--- src/rtl/fp8_pkg.sv ---
// Shared FP8 definitions: flag positions, result record and special-value encodings.
package fp8_pkg;

  localparam int FLAG_NAN = 3;
  localparam int FLAG_OVF = 2;
  localparam int FLAG_UNF = 1;
  localparam int FLAG_INX = 0;

  localparam int WORD_W = 8;

  typedef enum logic [1:0] {
    K_FIN  = 2'd0,
    K_ZERO = 2'd1,
    K_INF  = 2'd2,
    K_NAN  = 2'd3
  } kind_e;

  typedef struct packed {
    logic [WORD_W-1:0] word;
    logic [3:0]        flags;
  } lane_res_t;

  function automatic int bias(input int exp_w);
    return (1 << (exp_w - 1)) - 1;
  endfunction

  // Width of the decode->round hand-off: kind, sign, widened exponent, mantissa product.
  function automatic int mid_width(input int exp_w, input int man_w);
    return 2 + 1 + (exp_w + 3) + 2 * (man_w + 1);
  endfunction

  function automatic logic [WORD_W-1:0] inf_word(input int exp_w, input int man_w,
                                                 input logic sign);
    logic [WORD_W-1:0] w;
    w = WORD_W'(((1 << exp_w) - 1) << man_w);
    w[WORD_W-1] = sign;
    return w;
  endfunction

  function automatic logic [WORD_W-1:0] max_finite_word(input int exp_w, input int man_w,
                                                        input logic sign);
    logic [WORD_W-1:0] w;
    w = WORD_W'((((1 << exp_w) - 2) << man_w) | ((1 << man_w) - 1));
    w[WORD_W-1] = sign;
    return w;
  endfunction

  function automatic logic [WORD_W-1:0] nan_word(input int exp_w, input int man_w);
    return WORD_W'((1 << (exp_w + man_w)) - 1);
  endfunction

endpackage

--- src/rtl/fp8_mul_lane.sv ---
// One FP8 multiplier lane as two combinational halves (decode/multiply, normalise/round/pack);
// the parent decides where the registers between and after them go.
module fp8_mul_lane
  import fp8_pkg::*;
#(
  parameter int EXP_W    = 4,
  parameter int MAN_W    = 3,
  parameter bit SATURATE = 1'b0
) (
  input  logic [EXP_W+MAN_W:0]              a_i,
  input  logic [EXP_W+MAN_W:0]              b_i,
  output logic [mid_width(EXP_W, MAN_W)-1:0] mid_o,
  input  logic [mid_width(EXP_W, MAN_W)-1:0] mid_i,
  output lane_res_t                          res_o
);

  localparam int W  = 1 + EXP_W + MAN_W;
  localparam int EW = EXP_W + 3;
  localparam int PW = 2 * (MAN_W + 1);
  localparam int FW = MAN_W + 1;
  localparam logic signed [EW-1:0] E_MAX    = EW'((1 << EXP_W) - 1);
  localparam logic signed [EW-1:0] E_BIAS   = EW'(bias(EXP_W));
  localparam logic [PW-1:0]        LOW_MASK = PW'((1 << (MAN_W - 1)) - 1);

  typedef struct packed {
    kind_e                 kind;
    logic                  sign;
    logic signed [EW-1:0]  exp;
    logic [PW-1:0]         prod;
  } mid_t;

  mid_t mid_c, mid_r;

  logic [EXP_W-1:0] ea, eb;
  logic [MAN_W-1:0] ma, mb;
  logic a_zero, b_zero, a_inf, b_inf, a_nan, b_nan;

  assign ea = a_i[W-2:MAN_W];
  assign eb = b_i[W-2:MAN_W];
  assign ma = a_i[MAN_W-1:0];
  assign mb = b_i[MAN_W-1:0];

  // Subnormals count as zero: exp field 0 flushes regardless of mantissa.
  assign a_zero = ~|ea;
  assign b_zero = ~|eb;
  assign a_inf  = (&ea) & ~|ma;
  assign b_inf  = (&eb) & ~|mb;
  assign a_nan  = (&ea) & |ma;
  assign b_nan  = (&eb) & |mb;

  always_comb begin
    mid_c.sign = a_i[W-1] ^ b_i[W-1];
    mid_c.exp  = EW'(ea) + EW'(eb) - E_BIAS;
    mid_c.prod = PW'({1'b1, ma}) * PW'({1'b1, mb});
    if (a_nan || b_nan || (a_inf && b_zero) || (b_inf && a_zero)) mid_c.kind = K_NAN;
    else if (a_inf || b_inf)                                       mid_c.kind = K_INF;
    else if (a_zero || b_zero)                                     mid_c.kind = K_ZERO;
    else                                                           mid_c.kind = K_FIN;
  end

  assign mid_o = mid_c;
  assign mid_r = mid_i;

  logic                 hi, guard, sticky, round_up;
  logic [PW-1:0]        pn;
  logic [MAN_W-1:0]     frac;
  logic [FW-1:0]        frac_r;
  logic signed [EW-1:0] e_n, e_r;

  always_comb begin
    // NOTE: every output of a combinational block gets a default first, so no path infers a latch.
    res_o    = '0;
    hi       = mid_r.prod[PW-1];
    pn       = hi ? (mid_r.prod >> 1) : mid_r.prod;
    e_n      = mid_r.exp + EW'(hi);
    frac     = pn[PW-3 -: MAN_W];
    guard    = pn[MAN_W-1];
    sticky   = (|(pn & LOW_MASK)) | (hi & mid_r.prod[0]);
    round_up = guard & (sticky | frac[0]);
    frac_r   = {1'b0, frac} + FW'(round_up);
    e_r      = e_n + EW'(frac_r[MAN_W]);

    unique case (mid_r.kind)
      K_NAN: begin
        res_o.word            = nan_word(EXP_W, MAN_W);
        res_o.flags[FLAG_NAN] = 1'b1;
      end
      K_INF:  res_o.word = inf_word(EXP_W, MAN_W, mid_r.sign);
      K_ZERO: res_o.word[W-1] = mid_r.sign;
      K_FIN: begin
        if (e_r >= E_MAX) begin
          res_o.word            = SATURATE ? max_finite_word(EXP_W, MAN_W, mid_r.sign)
                                           : inf_word(EXP_W, MAN_W, mid_r.sign);
          res_o.flags[FLAG_OVF] = 1'b1;
          res_o.flags[FLAG_INX] = 1'b1;
        end else if (e_r <= 0) begin
          res_o.word[W-1]       = mid_r.sign;
          res_o.flags[FLAG_UNF] = 1'b1;
          res_o.flags[FLAG_INX] = 1'b1;
        end else begin
          res_o.word            = {mid_r.sign, e_r[EXP_W-1:0], frac_r[MAN_W-1:0]};
          res_o.flags[FLAG_INX] = guard | sticky;
        end
      end
    endcase
  end

endmodule

--- src/rtl/fp8_mul_pipe.sv ---
// Streaming multi-lane FP8 multiplier: PIPE_STAGES valid-tagged slots sharing one advance enable.
module fp8_mul_pipe
  import fp8_pkg::*;
#(
  parameter int EXP_W       = 4,
  parameter int MAN_W       = 3,
  parameter int LANES       = 2,
  parameter int PIPE_STAGES = 2,
  parameter bit SATURATE    = 1'b0
) (
  input  logic                              clk,
  input  logic                              rst,
  input  logic                              in_valid,
  output logic                              in_ready,
  input  logic [LANES*(1+EXP_W+MAN_W)-1:0]  a,
  input  logic [LANES*(1+EXP_W+MAN_W)-1:0]  b,
  output logic                              out_valid,
  input  logic                              out_ready,
  output logic [LANES*(1+EXP_W+MAN_W)-1:0]  out_data,
  output logic [LANES*4-1:0]                out_flags
);

  localparam int W         = 1 + EXP_W + MAN_W;
  localparam int MID_W     = mid_width(EXP_W, MAN_W);
  localparam int RES_W     = $bits(lane_res_t);
  // Slot 0 holds the decode/multiply half when there is room for it; the rest carry results.
  localparam int RES_SLOTS = (PIPE_STAGES > 1) ? PIPE_STAGES - 1 : 1;
  localparam int FIRST     = PIPE_STAGES - RES_SLOTS;

  logic                   adv, accept;
  logic [PIPE_STAGES-1:0] vld_q, vld_d;
  logic [LANES*MID_W-1:0] mid_c, mid_src;
  logic [LANES*RES_W-1:0] res_c;
  logic [LANES*RES_W-1:0] res_q [RES_SLOTS];

  assign adv      = !out_valid || out_ready;
  assign in_ready = adv;
  assign accept   = in_valid && adv;

  always_comb begin
    vld_d    = '0;
    vld_d[0] = accept;
    for (int s = 1; s < PIPE_STAGES; s++) vld_d[s] = vld_q[s-1];
  end

  always_ff @(posedge clk) begin
    // NOTE: state registers use non-blocking assignment so every flop samples pre-edge values.
    if (rst)      vld_q <= '0;
    else if (adv) vld_q <= vld_d;
  end

  for (genvar i = 0; i < LANES; i++) begin : g_lane
    fp8_mul_lane #(.EXP_W(EXP_W), .MAN_W(MAN_W), .SATURATE(SATURATE)) u_lane (
      .a_i   (a[i*W +: W]),
      .b_i   (b[i*W +: W]),
      .mid_o (mid_c[i*MID_W +: MID_W]),
      .mid_i (mid_src[i*MID_W +: MID_W]),
      .res_o (res_c[i*RES_W +: RES_W])
    );
  end

  if (PIPE_STAGES > 1) begin : g_mid
    logic [LANES*MID_W-1:0] mid_q;
    always_ff @(posedge clk) begin
      if (rst)                   mid_q <= '0;
      else if (adv && vld_d[0])  mid_q <= mid_c;
    end
    assign mid_src = mid_q;
  end else begin : g_nomid
    assign mid_src = mid_c;
  end

  // Data moves only with its valid tag, so bubbles never overwrite the last result shown.
  always_ff @(posedge clk) begin
    if (rst) begin
      // NOTE: stage data is reset too because out_data/out_flags must read 0 straight after reset.
      for (int r = 0; r < RES_SLOTS; r++) res_q[r] <= '0;
    end else if (adv) begin
      if (vld_d[FIRST]) res_q[0] <= res_c;
      for (int r = 1; r < RES_SLOTS; r++)
        if (vld_d[FIRST+r]) res_q[r] <= res_q[r-1];
    end
  end

  assign out_valid = vld_q[PIPE_STAGES-1];

  for (genvar i = 0; i < LANES; i++) begin : g_out
    lane_res_t r;
    assign r                   = res_q[RES_SLOTS-1][i*RES_W +: RES_W];
    assign out_data[i*W +: W]  = r.word;
    assign out_flags[i*4 +: 4] = r.flags;
  end

endmodule

--- config.mk ---
export PLATFORM = sky130hd
export DESIGN_NAME = fp8_mul_pipe
export DESIGN_NICKNAME = d
export VERILOG_FILES = /design/src/rtl/fp8_pkg.sv /design/src/rtl/fp8_mul_lane.sv /design/src/rtl/fp8_mul_pipe.sv
export SDC_FILE = /design/constraint.sdc
export NUM_CORES = 1
export LEC_CHECK = 0
export ABC_CLOCK_PERIOD_IN_PS = 4750
export CORE_ASPECT_RATIO = 0.8
export CORE_MARGIN = 2
export CORE_UTILIZATION = 30
export DETAILED_ROUTE_END_ITERATION = 12
export SYNTH_ARGS = -nofsm -noshare
export SYNTH_HDL_FRONTEND = slang
export SYNTH_SLANG_ARGS = --single-unit
--- constraint.sdc ---
create_clock -name clk -period 4.75 [get_ports clk]
set_clock_uncertainty 0.1 [all_clocks]
set_input_delay 1.1875 -clock clk [delete_from_list [all_inputs] [get_ports clk]]
set_output_delay 1.1875 -clock clk [all_outputs]
set_load 0.1 [all_outputs]
### Word-level counts from Yosys, hierarchy flattened

Memory sizes are Yosys's and may differ from the RTL's.
Cells that the tools add are included.

| word-level totals | value |
|---|---|
| flip-flop bits (word level) | 38 |
| RAM bits | 24 |
| input port bits | 36 |
| output and inout port bits | 26 |
| memories kept | 1 |

| cells by class | value |
|---|---|
| add/subtract/negate cells | 10 |
| multiply operators | 2 |
| order comparisons | 4 |
| equal/unequal tests | 6 |
| muxes and demuxes | 38 |
| bitwise logic cells | 20 |
| reductions and logical operators | 45 |

Memory list:

| memory | words | width | read ports | clocked after memory_dff | wr ports | line | source |
|---|---|---|---|---|---|---|---|
| res_q | 1 | 24 | 1 | 0 | 1 | fp8_mul_pipe.sv:34 | `logic [LANES*RES_W-1:0] res_q [RES_SLOTS];` |

Operators with widths:

| operator | number |
|---|---|
| 7-bit case mux with 3 select lines | 2 |
| 7-bit by 1-bit adder with 7-bit output | 4 |
| 7-bit two-way mux | 4 |
| 24-bit two-way mux | 1 |
| 24-bit OR reduction | 1 |
| 1-bit two-way mux | 21 |
| 4-bit by 4-bit multiplier with 8-bit output | 2 |
| 4-bit AND reduction | 4 |
| 4-bit OR reduction | 4 |
| 7-bit by 5-bit >= comparator with 1-bit output, second input constant | 2 |
| 7-bit by 1-bit <= comparator with 1-bit output, second input constant | 2 |
| 7-bit by 3-bit subtractor with 7-bit output, second input constant | 2 |
| 1-bit AND | 12 |
| 6-bit two-way mux | 2 |
| 3-bit OR reduction | 4 |
| 1-bit logical OR | 11 |
| 4-bit by 4-bit adder with 5-bit output | 2 |
| 1-bit zero test | 9 |
| 3-bit by 1-bit adder with 4-bit output | 2 |
| 2-bit equality test, second input constant | 4 |
| 2-bit two-way mux | 4 |
| 2-bit OR reduction | 4 |
| 1-bit logical AND | 6 |
| 3-bit two-way mux | 2 |
| 5 further kinds | 14 |

### Depth between registers and ports, before layout

Gate-level depths: netlist of the first run.

| depth | value |
|---|---|
| word-level depth | 12 |
| depth in mapped cells | 13 |

### By module

Synthesis of the first run repeated with hierarchy kept, for this count alone.

| unflattened totals | value |
|---|---|
| cell total of the unflattened synthesis | 492 |
| area, all modules | 4683.2 um2 |

By module, submodules not included:

| module | times used | cells an instance | area an instance (um2) | sequential area each (um2) |
|---|---|---|---|---|
| fp8_mul_pipe | 1 | 225 | 2538.7 | 1481.4 |
| fp8_mul_lane at g_lane[1].u_lane | 1 | 134 | 1094.8 | 0.0 |
| fp8_mul_lane at g_lane[0].u_lane | 1 | 133 | 1049.8 | 0.0 |

### Worst setup path after synthesis of the first run

OpenSTA, ideal clock, no wires.

| timing path | value |
|---|---|
| path kind | input -> register |
| start | input b[2] |
| end | register g_mid.mid_q[6] |
| setup time | 86 ps |
| data arrival time | 3482 ps |
| required time | 4564 ps |
| path slack | 1082 ps |
| cell stages on the path | 10 |
| path buffers | 0 |
| cell sequence | and2_1 > fa_1 > inv_1 > fa_1 > inv_1 > fa_1 > a21o_1 > a21oi_1 > xnor2_1 > a211oi_1 |

| between the ends | value |
|---|---|
| cells in the longest elaborated chain, start to end | 1 |

RTL lines:

| item | line | source |
|---|---|---|
| start: declaration | fp8_mul_pipe.sv:16 | `input logic [LANES*(1+EXP_W+MAN_W)-1:0] b,` |
| 4-bit by 4-bit multiplier with 8-bit output | fp8_mul_lane.sv:54 | `mid_c.prod = PW'({1'b1, ma}) * PW'({1'b1, mb});` |
| end signal: assignment | fp8_mul_pipe.sv:66 | `else if (adv && vld_d[0]) mid_q <= mid_c;` |
| end: declaration | fp8_mul_pipe.sv:63 | `logic [LANES*MID_W-1:0] mid_q;` |

No other way between the ends.
A chain may end at the register's enable or synchronous reset.

### Worst setup path after layout of the first run

| timing path | value |
|---|---|
| start | input b[10] |
| end | register g_mid.mid_q[24] |

Same word-level chain as after synthesis.

==> results.md, run 1 <==
- The run finished with clean final reports.
- The highest attainable clock frequency is 0.249 GHz.
- Counting flops with a built-in enable in the synthesized netlist gives 24.
- The number of pins with negative max-slew slack in the final report is 0.
- For this block, the routed nets add up to 10000 µm of wire.
- In the layout the commonest cells are clkdlybuf4s50_1, nand2_1, a21oi_1.
- For the worst-skew pair, the clock arrives at the later sink with an insertion delay of 0.33 ns.
- The number of remaining DRC errors is 0.
- The antenna cell count is 0.
- Entering global routing, the biggest net connects 42 pins.
- The power density over cell area is 342 nW/µm².
- After layout, the worst path uses 84.6% of the clock period.
- In the synthesized netlist the async set-or-reset flop fraction comes to 0%.
- Across the run, the number of max-cap violations was 0.
- Along the worst path, the maximum fanout reaches 6.
- The number of rows in the core area is 39.
- At the worst endpoint, the arrival time is approximately 4.2 ns.
- The number of antenna violations at the first check in global routing was 0.
- The total leakage power is 0.00218 µW.
- The routed length per instance is 13.8 µm.
- The worst path in the final design needs a cycle of 4.02 ns, including I/O delays and setup.
- The global-route total usage across every layer is 13.3%.
- The area of the placeable core is around 14000 µm².
- The count of input and output buffers is 61.
- Setup repair after global routing left no endpoint under its margin.
- In this run the worst hold path is classified as flop to flop.
- The count of final hold-check violations is 0.
- CTS built an H-tree with a depth of 3.
- The count of mapped cells out of synthesis is 480.
- For this run, the detailed router's first-pass iteration total came to 4.
- The master cell of the clock root buffer is clkbuf_16.
- In the post-synthesis netlist, the biggest area contributors are dfxtp_1, edfxtp_1, ha_1.
- The floorplan die height is between 100 and 150 µm.
- The biggest area contributor in the post-synthesis netlist is dfxtp_1.
- Post-CTS timing repair inserted 0 buffers for setup.
- The startpoint type of the worst setup path is an input pin.
- The number of buffers created by CTS is 9.
- The ratio of routed vias to standard cells is just under 5.
- The maximum number of buffers from clock root to sink is 2.
- After synthesis the netlist holds a flip-flop and latch count of 62.
- After synthesis, the largest area contributor takes up 17.5% of total cell area.
- The via count of the first global-routing pass came to 3361.
- The number of warnings reported in the yosys synthesis log is 0.
- The number of antenna-violating nets in the routed design is 0.
- The clock tree from TritonCTS is built.
- In the final layout, flip-flops and latches occupy approximately 1500 µm².
- The post-route netlist has under 10% of its cells at a drive strength greater than 1.
- The top-level port count is 62.
- The completed layout was analyzed and its total power is 1860 µW.
- The HPWL after detailed placement is 7890 µm.
- The placer's final routability congestion estimate is 0.840.
- Hold repair after CTS inserted 0 buffers.
- The final setup violation count is 0.
- The most common cell after layout, fill and taps aside is clkdlybuf4s50_1.
- The remaining max-slew budget at the tightest pin is around 33%.
- After routing, the total negative slack on setup checks comes to 0 ns.
- Counting every net in the synthesized netlist gives 566.
- Among all flip-flop cells after synthesis, the most frequent one is dfxtp_1.
- Across all layers, the routed design uses 3571 vias.
- Counting every sink on the clock net gives slightly above 60.
- The post-cts sizing count is 0.
- The total congestion overflow after global routing is 0.
- The slew at the pin with the worst max-slew slack is 1.00 ns.
- VDD sags by at most 0.000192 V.
- STA puts the critical path data required time at 4.89 ns.
- The count of filler cells inserted in the layout is 1434.
- Summing all multi-input logic gate instances after layout gives 2650 µm².
- The die covers approximately 16000 µm².
- After clock tree synthesis, the clock-pin slew on the worst setup and hold paths is around 0.050 ns.
- Across all hold checks on the routed design, the worst slack comes to 0.369 ns.
- The effective utilization at floorplan is 30.6%.
- The count of unique library cells instantiated by Yosys is slightly above 60.
- The critical path capture point type is a flop.
- The critical path class is input pin to flop.
- The violation count after the first detailed-routing iteration is 265.
- After synthesis the cells add up to about 4400 µm².
- The post-synthesis average cell area is around 9.1 µm².
- The sequential fraction of the synthesis area is 34.0%.
- In this run the horizontal extent of the chip is 139 µm.
- The final layout contains approximately 620 nets.
- The area growth from synthesis to layout is 24.8%.
- The global-route wire length before repair is 17000 µm.
worst max-delay path: stages:
cell             delay [ns]
clkdlybuf4s50_1        0.53
and2_1                 0.24
fa_1                   0.50
inv_1                  0.05
fa_1                   0.50
inv_1                  0.07
fa_1                   0.42
a21o_1                 0.19
a21oi_1                0.17
xnor2_1                0.09
a211oi_1               0.22
logic make-up after synthesis:
family          count (synthesis)  synth area share (%)
simple gates                  174                  21.8
mux                             7                  1.69
flops                          62                  34.0
xor+xnor                       23                  4.62
fa+ha+maj                      50                  16.8
buf+inv                        53                  5.17
compound gates                111                  16.0
stage by stage:
stage / instances / instance area, µm² / utilization, % / worst slack [ns]
global route: 725 / 5440 / 38.1 / 0.548
finish: 725 / 5440 / 38.1 / 0.731
CTS: 725 / 5440 / 38.1 / 0.724
detailed placement: 709 / 5120 / 36.0 / 0.385
global placement: 709 / 5120 / 36.0 / 0.453
floorplan: 480 / 4360 / - / 1.08
cell usage after synthesis, drive strengths merged, types with 3 or more instances:
library cell,instances
nor3,9
mux2i,4
nand3b,4
fa,14
xor2,9
xnor2,14
nand2b,6
buf,10
edfxtp,24
inv,33
nor2,24
nor4,14
or3,4
and4,3
ha,36
dfxtp,38
a21o,7
nand2,48
and3,4
nor3b,3
and2,15
mux2,3
nand3,19
a31oi,4
a211oi,11
o22ai,6
a21oi,47
clkbuf,10
nor2b,3
nand4,10
o21ai,17
area by class of cell:
class	instances	share of cell area, %
well taps	184	4.24
inverters	33	2.28
clock inverters	3	0.737
clock buffers	13	5.00
repair buffers	65	11.7
flip-flops and latches	62	27.3
multi-input cells	365	48.8
state kept, by name (all words and copies together) (netlist names):
name / cells
vld_q: 2
res_q: 24
g_mid.mid_q: 36
power by group:
part | internal [µW] | total, µW | switching, µW | leakage (µW)
clock | 450 | 666 | 216 | 0.000155
combinational | 200 | 544 | 343 | 0.00146
sequential | 603 | 649 | 45.6 | 0.000568
total | 1250 | 1860 | 606 | 0.00218
worst paths after layout:
kind / start / end / slack [ns] / cells after the start
setup reg to reg: g_mid.mid_q[7] / res_q[0][5] / 1.73 / 11
setup / recovery: b[10] / g_mid.mid_q[24] / 0.73 / 11
hold / removal: g_mid.mid_q[18] / g_mid.mid_q[18] / 0.37 / 2
hold reg to reg: g_mid.mid_q[18] / g_mid.mid_q[18] / 0.37 / 2
layer usage:
layer,vias up,track usage [%],wire length (µm)
met4,0,4.24,123
li1,1860,-,-
met2,103,17.0,3650
met3,9,2.28,500
met5,-,0,0
met1,1599,21.9,5770
No activity file was read; power rests on OpenSTA's default activity.
==> inputs of run 2 (changes only) <==
Settings changed: ABC_CLOCK_PERIOD_IN_PS 4750 to 3500.
Clock period 4.75 ns to 3.5 ns, I/O delays scaled along.
==> run 2 against run 1 <==
Final cell count up 3.4%. Critical path depth unchanged. Sequential share of layout area down 0.70 points.
==> results.md, run 2 (synthesis gave the netlist of run 1 again) <==
- In this run the critical register-to-register path is launched from g_mid.mid_q[7].
- Total power for the finished layout comes to 2440 µW.
- The part of the power in registers is 36.1%.
- The largest net degree at the start of global routing is 40.
- The first TritonRoute pass finished after 4 iterations.
- 62 I/O pins were placed.
- Max-cap violations in this run came to 0.
- Clock-pin slew was measured on the worst setup and hold paths at 0.05 ns.
- At the worst endpoint, the arrival time is 3.49 ns.
- The number of hold buffers added after CTS is 0.
- After the first detailed-routing iteration, the DRC count stood at 282.
- Net switching is about a third of the power.
- The die outline area is 15500 µm².
- The part of the power in the clock network is 31.6%.
- The post-detailed-placement half-perimeter wirelength is 8140 µm.
- CTS saw 62 sinks.
- The area added between synthesis and finish is 28.0%.
- Measured against its own limit, the worst slew margin works out to 63.8%.
- The routed design could run at a clock period as short as 3.39 ns.
- The floorplan has 39 rows.
- The routed design has approximately 10000 µm of wire.
- The die is 139 µm wide.
- The detail route stage leaves a number of antenna-violating nets equal to 0.
- The internal power of the cells totals 1620 µW.
- The critical path is of the input pin to flop type.
- The total congestion overflow after global routing is 0.
- The count of input and output buffers is 61.
- The startpoint identified for the worst hold timing path is g_mid.mid_q[18].
- The largest registers in the layout are g_mid.mid_q (36), res_q (24), vld_q (2).
- The floorplan die height is ~110 µm.
- For this run, design rule violations remaining after detail routing come to 0.
- The final-layout worst hold slack is 0.366 ns.
- The slew at the pin with the worst max-slew slack is 0.530 ns.
- Dividing the detail-routed wire length by the instance count gives 13.6 µm.
- The antenna cell count is 0.
- Once the floorplan was initialized, standard cells occupied 30.6% of the core.
- The first global-routing pass estimated 17300 µm of wire.
- The area of the placeable core is 14200 µm².
- The run finished with clean final reports.
- Setup repair after global routing left no endpoint under its margin.
- Setup violations remaining at the end of the flow were counted as 0.
- Routability-driven placement finished with a final weighted congestion of 0.786.
- For this design the total switching power over the nets is about 830 µW.
- The register cell area after layout is 1480 µm².
- The launching element of the worst setup path is b[2].
- The number of antenna violations at the first check in global routing came to 0.
- After clock tree synthesis, the setup repair step added 0 buffers.
- The power density over cell area is approximately 440 nW/µm².
- The ratio of routed vias to standard cells is 4.94.
- CTS placed an instance of clkbuf_16 at the clock tree root.
- The most common cell after layout, fill and taps aside is buf_4.
- The count of nets after finishing is 648.
- The number of buffers created by CTS is 9.
- The total leakage power is 0.00235 µW.
- The global-route total usage across every layer is 13.5%.
- More flip-flops sit in one register than any other, and that register is g_mid.mid_q.
- The worst min-delay path category is flop to flop.
- Combinational cells account for 32.3% of the total power.
- Along the worst path, the maximum fanout reaches 2.
- The library cells used most frequently in the layout, excluding fill and tap cells, are buf_4, nand2_1, a21oi_1.
- The count of final hold-check violations is 0.
- The maximum number of buffers from clock root to sink is 2.
- The total via count in the routed design is 3705.
- The placement-stage cell area is 5270 µm².
- The H-tree was split into 3 levels.
- The clock insertion delay at the later pin of the skew report is 0.33 ns.
- The worst setup path is captured at a flop.
- The post-route clock period utilization is 97.0%.
- The highest attainable clock frequency is about 0.29 GHz.
- The worst-case IR drop observed on VDD is 0.000258 V.
- The number of pins with negative max-slew slack in the final report is 0.
- The post-layout instance area is 5580 µm².
- The final cell utilization of the core is 39.1%.
- The data required time of the critical path is about 3.6 ns.
- The ratio of cells with drive above 1 in the final layout is around 17%.
- The clock tree from TritonCTS is built.
- The filler cells instantiated in the layout total 1475.
- STA classifies the critical path startpoint as an input pin.
- The area of the multi-input gates is 2690 µm².
- The via count of the first global-routing pass came to approximately 3600.
- The register with the most flip-flops in the layout has 36 of them.
==> run 2: cell types whose count changed in the layout (fill, tap and decap cells not counted), sizes merged <==
cell | previous run | this run
clkdlybuf4s50 | 60 | 33
bufinv | 1 | 0
dlymetal6s2s | 0 | 2
buf | 5 | 56
==> run 2: final timing paths <==
path                            depth (start not counted)         endpoint  slack, ns
worst max-delay path                                   11   g_mid.mid_q[6]       0.11
worst min-delay path                                    2  g_mid.mid_q[18]       0.37
worst max register to register                         10      res_q[0][6]       0.53
worst min register to register                          2  g_mid.mid_q[18]       0.37
==> run 2: cell type report <==
| type | count | area share [%] |
|---|---|---|
| clock inverters | 2 | 0.179 |
| repair buffers | 91 | 14.1 |
| clock buffers | 13 | 4.49 |
| well taps | 184 | 4.13 |
| multi-input cells | 365 | 48.3 |
| inverters | 33 | 2.22 |
| flip-flops and latches | 62 | 26.6 |
==> run 2: metal layers <==
| metal | global-route usage [%] | vias up | wire length (µm) |
|---|---|---|---|
| li1 | - | 1910 | - |
| met1 | 21.5 | 1681 | 5780 |
| met2 | 17.9 | 104 | 3800 |
| met3 | 2.24 | 10 | 505 |
| met4 | 4.92 | 0 | 138 |
| met5 | 0 | - | 0 |
==> run 2: timing repair <==
action,CTS,global route
pin swaps,0,13
resized for setup,6,9
endpoints found under the setup margin,4,6
==> run 2: critical path: stages <==
cell	delay, ns
clkdlybuf4s50_1	0.41
and2_1	0.17
fa_1	0.51
inv_1	0.05
fa_1	0.49
inv_2	0.05
fa_2	0.39
a21o_1	0.18
a21oi_2	0.14
xnor2_1	0.14
a211oi_1	0.09
==> run 2: power by group through the flow <==
stage          Clock, µW  Sequential [µW]  Combinational [µW]
2_1_floorplan          0             1020                 401
3_3_place_gp           0              892                 751
3_5_place_dp           0              895                 768
4_1_cts              785              881                 783
5_1_grt              823              892                 866
6_report             773              881                 789
==> run 2: stage by stage <==
stage               setup WS (ns)  TNS [ns]  std cells
floorplan                   0.145         0        480
global placement           -0.336     -2.06        735
detailed placement         -0.399     -2.47        735
CTS                        0.0159         0        750
global route              0.00405         0        750
finish                      0.106         0        750
==> inputs of run 3 (changes only) <==
Settings changed: SKIP_CTS_REPAIR_TIMING from default to 1.
==> run 3 against run 2 <==
Combinational power about the same. Critical path depth unchanged. Worst hold slack got worse by 0.00082 ns.
==> results.md, run 3 (synthesis gave the netlist of run 1 again) <==
- The part of the power in registers is 36.1%.
- The clock drives 62 sinks.
- The count of final hold-check violations is 0.
- The post-route clock period utilization is 97.0%.
- No sink is reached through more buffers than the 2 on the longest clock path.
- 62 I/O pins were placed.
- The largest registers in the layout are g_mid.mid_q (36), res_q (24), vld_q (2).
- The area of the placeable core is about 14000 µm².
- The count of input and output buffers is 61.
- The register name with the most flops is g_mid.mid_q.
- In this design, the critical path's most frequently occurring cell is fa_1.
- At the worst endpoint, the required time is 3.59 ns.
- Net switching is 33.8% of the power.
- The floorplan has 39 rows.
- Of the total power, the clock network draws 31.6%.
- The run finished with clean final reports.
- The tree is rooted in a clkbuf_16.
- The first detailed-routing pass ran for 5 iterations.
- The design draws roughly 2400 µW.
- Max-cap violations in this run came to 0.
- The largest net degree at the start of global routing is 40.
- The worst setup path is of the input pin to flop kind.
- The number of antenna violations at the first check in global routing is 0.
- The total congestion overflow after global routing is 0.
- The maximum single-stage delay on the critical path is slightly above 0.5 ns.
- The number of pins with negative max-slew slack in the final report is 0.
- The tightest hold path in the finished design has a slack of 0.365 ns.
- The top cell types in the final layout, fill and taps aside, are buf_4, nand2_1, a21oi_1.
- For this block, the initial DRC count from the detailed router was 305.
- The total via count in the routed design is around 3700.
- The analysis attributes to cell leakage a power of 0.00235 µW.
- Timing analysis after detailed placement gives a worst setup slack of -0.399 ns.
- The global-route wire length before repair is 17200 µm.
- The die is 112 µm tall.
- The ratio of cells with drive above 1 in the final layout is around 17%.
- The critical path capture point type is a flop.
- For this block, the routed nets add up to 10200 µm of wire.
- For this run, design rule violations remaining after detail routing come to 0.
- The internal power of the cells is 1620 µW.
- The flip-flop count of the largest register, all copies and words added is 36.
- The die covers 15500 µm².
- The maximum fanout along the worst path is 2.
- Walking the worst path, the cells encountered are clkdlybuf4s50_1, and2_1, fa_1, inv_1, fa_1, inv_2, fa_2, a21o_1, a21oi_2, xnor2_1, a211oi_1.
- The congestion estimate from routability-driven global placement came to between 0.7 and 0.8.
- TritonCTS built the clock tree.
- The via count of the first global-routing pass came to 3583.
- Summed over all nets, the switching power comes to around 830 µW.
- For this design, the slowest cell found on the critical path is fa_1.
- The share of total power dissipated in combinational logic is 32.3%.
- The filler cells instantiated in the layout total 1475.
- Once routing completed, OpenROAD measured the worst setup slack at 0.106 ns.
- Clock-pin slew was measured on the worst setup and hold paths at 0.05 ns.
- The power density over cell area is approximately 440 nW/µm².
- The post-detailed-placement half-perimeter wirelength is between 8000 and 9000 µm.
- In the routed layout, each cell is associated on average with a via count of 4.95.
- IR analysis of the VDD net gives a maximum drop of 0.000258 V.
- The accumulated negative setup slack is 0 ns.
- Setup repair after global routing left no endpoint under its margin.
- The number of H-tree levels is 3.
- Once layout is done, the placed cells without fillers occupy 5580 µm².
- The routed length per instance is 13.6 µm.
- The final setup violation count is 0.
- The antenna cell count is 0.
- In this run the worst hold path is classified as flop to flop.
- The remaining max-slew budget at the tightest pin is 63.8%.
- Measured along the x axis, the die boundary spans 139 µm.
- Global routing used 13.5% of the available tracks.
- The count of nets after finishing is 648.
- For the pin with the worst max-slew slack, the measured transition is 0.529 ns.
- The number of antenna-violating nets in the routed design is 0.
- Data on the critical path arrives at its endpoint at 3.49 ns.
- Summing all placed instances gives a cell area of 5270 µm².
- The clock insertion delay at the later pin of the skew report is 0.33 ns.
- The initial utilization of the core area, before any placement, comes to 30.6%.
- The number of buffers created by CTS is 9.
- The startpoint type of the worst setup path is an input pin.
- The final critical path time including I/O delays and setup is 3.39 ns.
- Leaving out fill and tap cells, the most frequent cell in the layout is buf_4.
- Timing would allow up to ~0.29 GHz.
- The area added between synthesis and finish is 28.0%.
-- run 3: cell counts in the layout (fill, tap and decap cells not counted) --
Identical to the previous run, type by type.
-- run 3: per-layer routing --
layer  wire length [µm]  share of wire, %  vias to the layer above  global-route usage, %
met5                  0                 0                        -                      0
met4                138               1.3                        0                   4.92
met3                523               5.1                       10                   2.24
met2               3820                37                      108                   17.8
met1               5750                56                     1687                   21.5
li1                   -                 -                     1910                      -
-- run 3: power by group through the flow --
stage	combinational, µW	sequential [µW]	clock, µW
finish	789	881	772
global route	866	892	823
CTS	775	881	785
detailed placement	768	895	0
global placement	751	892	0
floorplan	401	1020	0
-- run 3: area by class of cell --
type / instances / area [µm²] / area share, %
repair buffers: 91 / 788 / 14.1
inverters: 33 / 124 / 2.22
multi-input cells: 365 / 2690 / 48.3
clock inverters: 2 / 10.0 / 0.179
clock buffers: 13 / 250 / 4.49
well taps: 184 / 230 / 4.13
flip-flops and latches: 62 / 1480 / 26.6
-- run 3: path summary, 6_finish.rpt --
check	cells past startpoint	startpoint	endpoint	slack (ns)
worst max-delay path	11	b[2]	g_mid.mid_q[6]	0.11
worst min-delay path	2	g_mid.mid_q[18]	g_mid.mid_q[18]	0.36
worst max register to register	10	g_mid.mid_q[7]	res_q[0][6]	0.54
worst min register to register	2	g_mid.mid_q[18]	g_mid.mid_q[18]	0.36
-- run 3: stage by stage --
step                      std cells  util [%]
after floorplan                 480         -
after global placement          735      37.0
after detailed placement        735      37.0
after CTS                       750      38.8
after global routing            750      39.1
final                           750      39.1
-- run 3: critical path, delay by kind of cell --
| family | cells | cell delay (ns) |
|---|---|---|
| fa+ha+maj | 3 | 1.39 |
| buf+inv | 3 | 0.51 |
| compound gates | 3 | 0.41 |
| simple gates | 1 | 0.17 |
| xor+xnor | 1 | 0.14 |
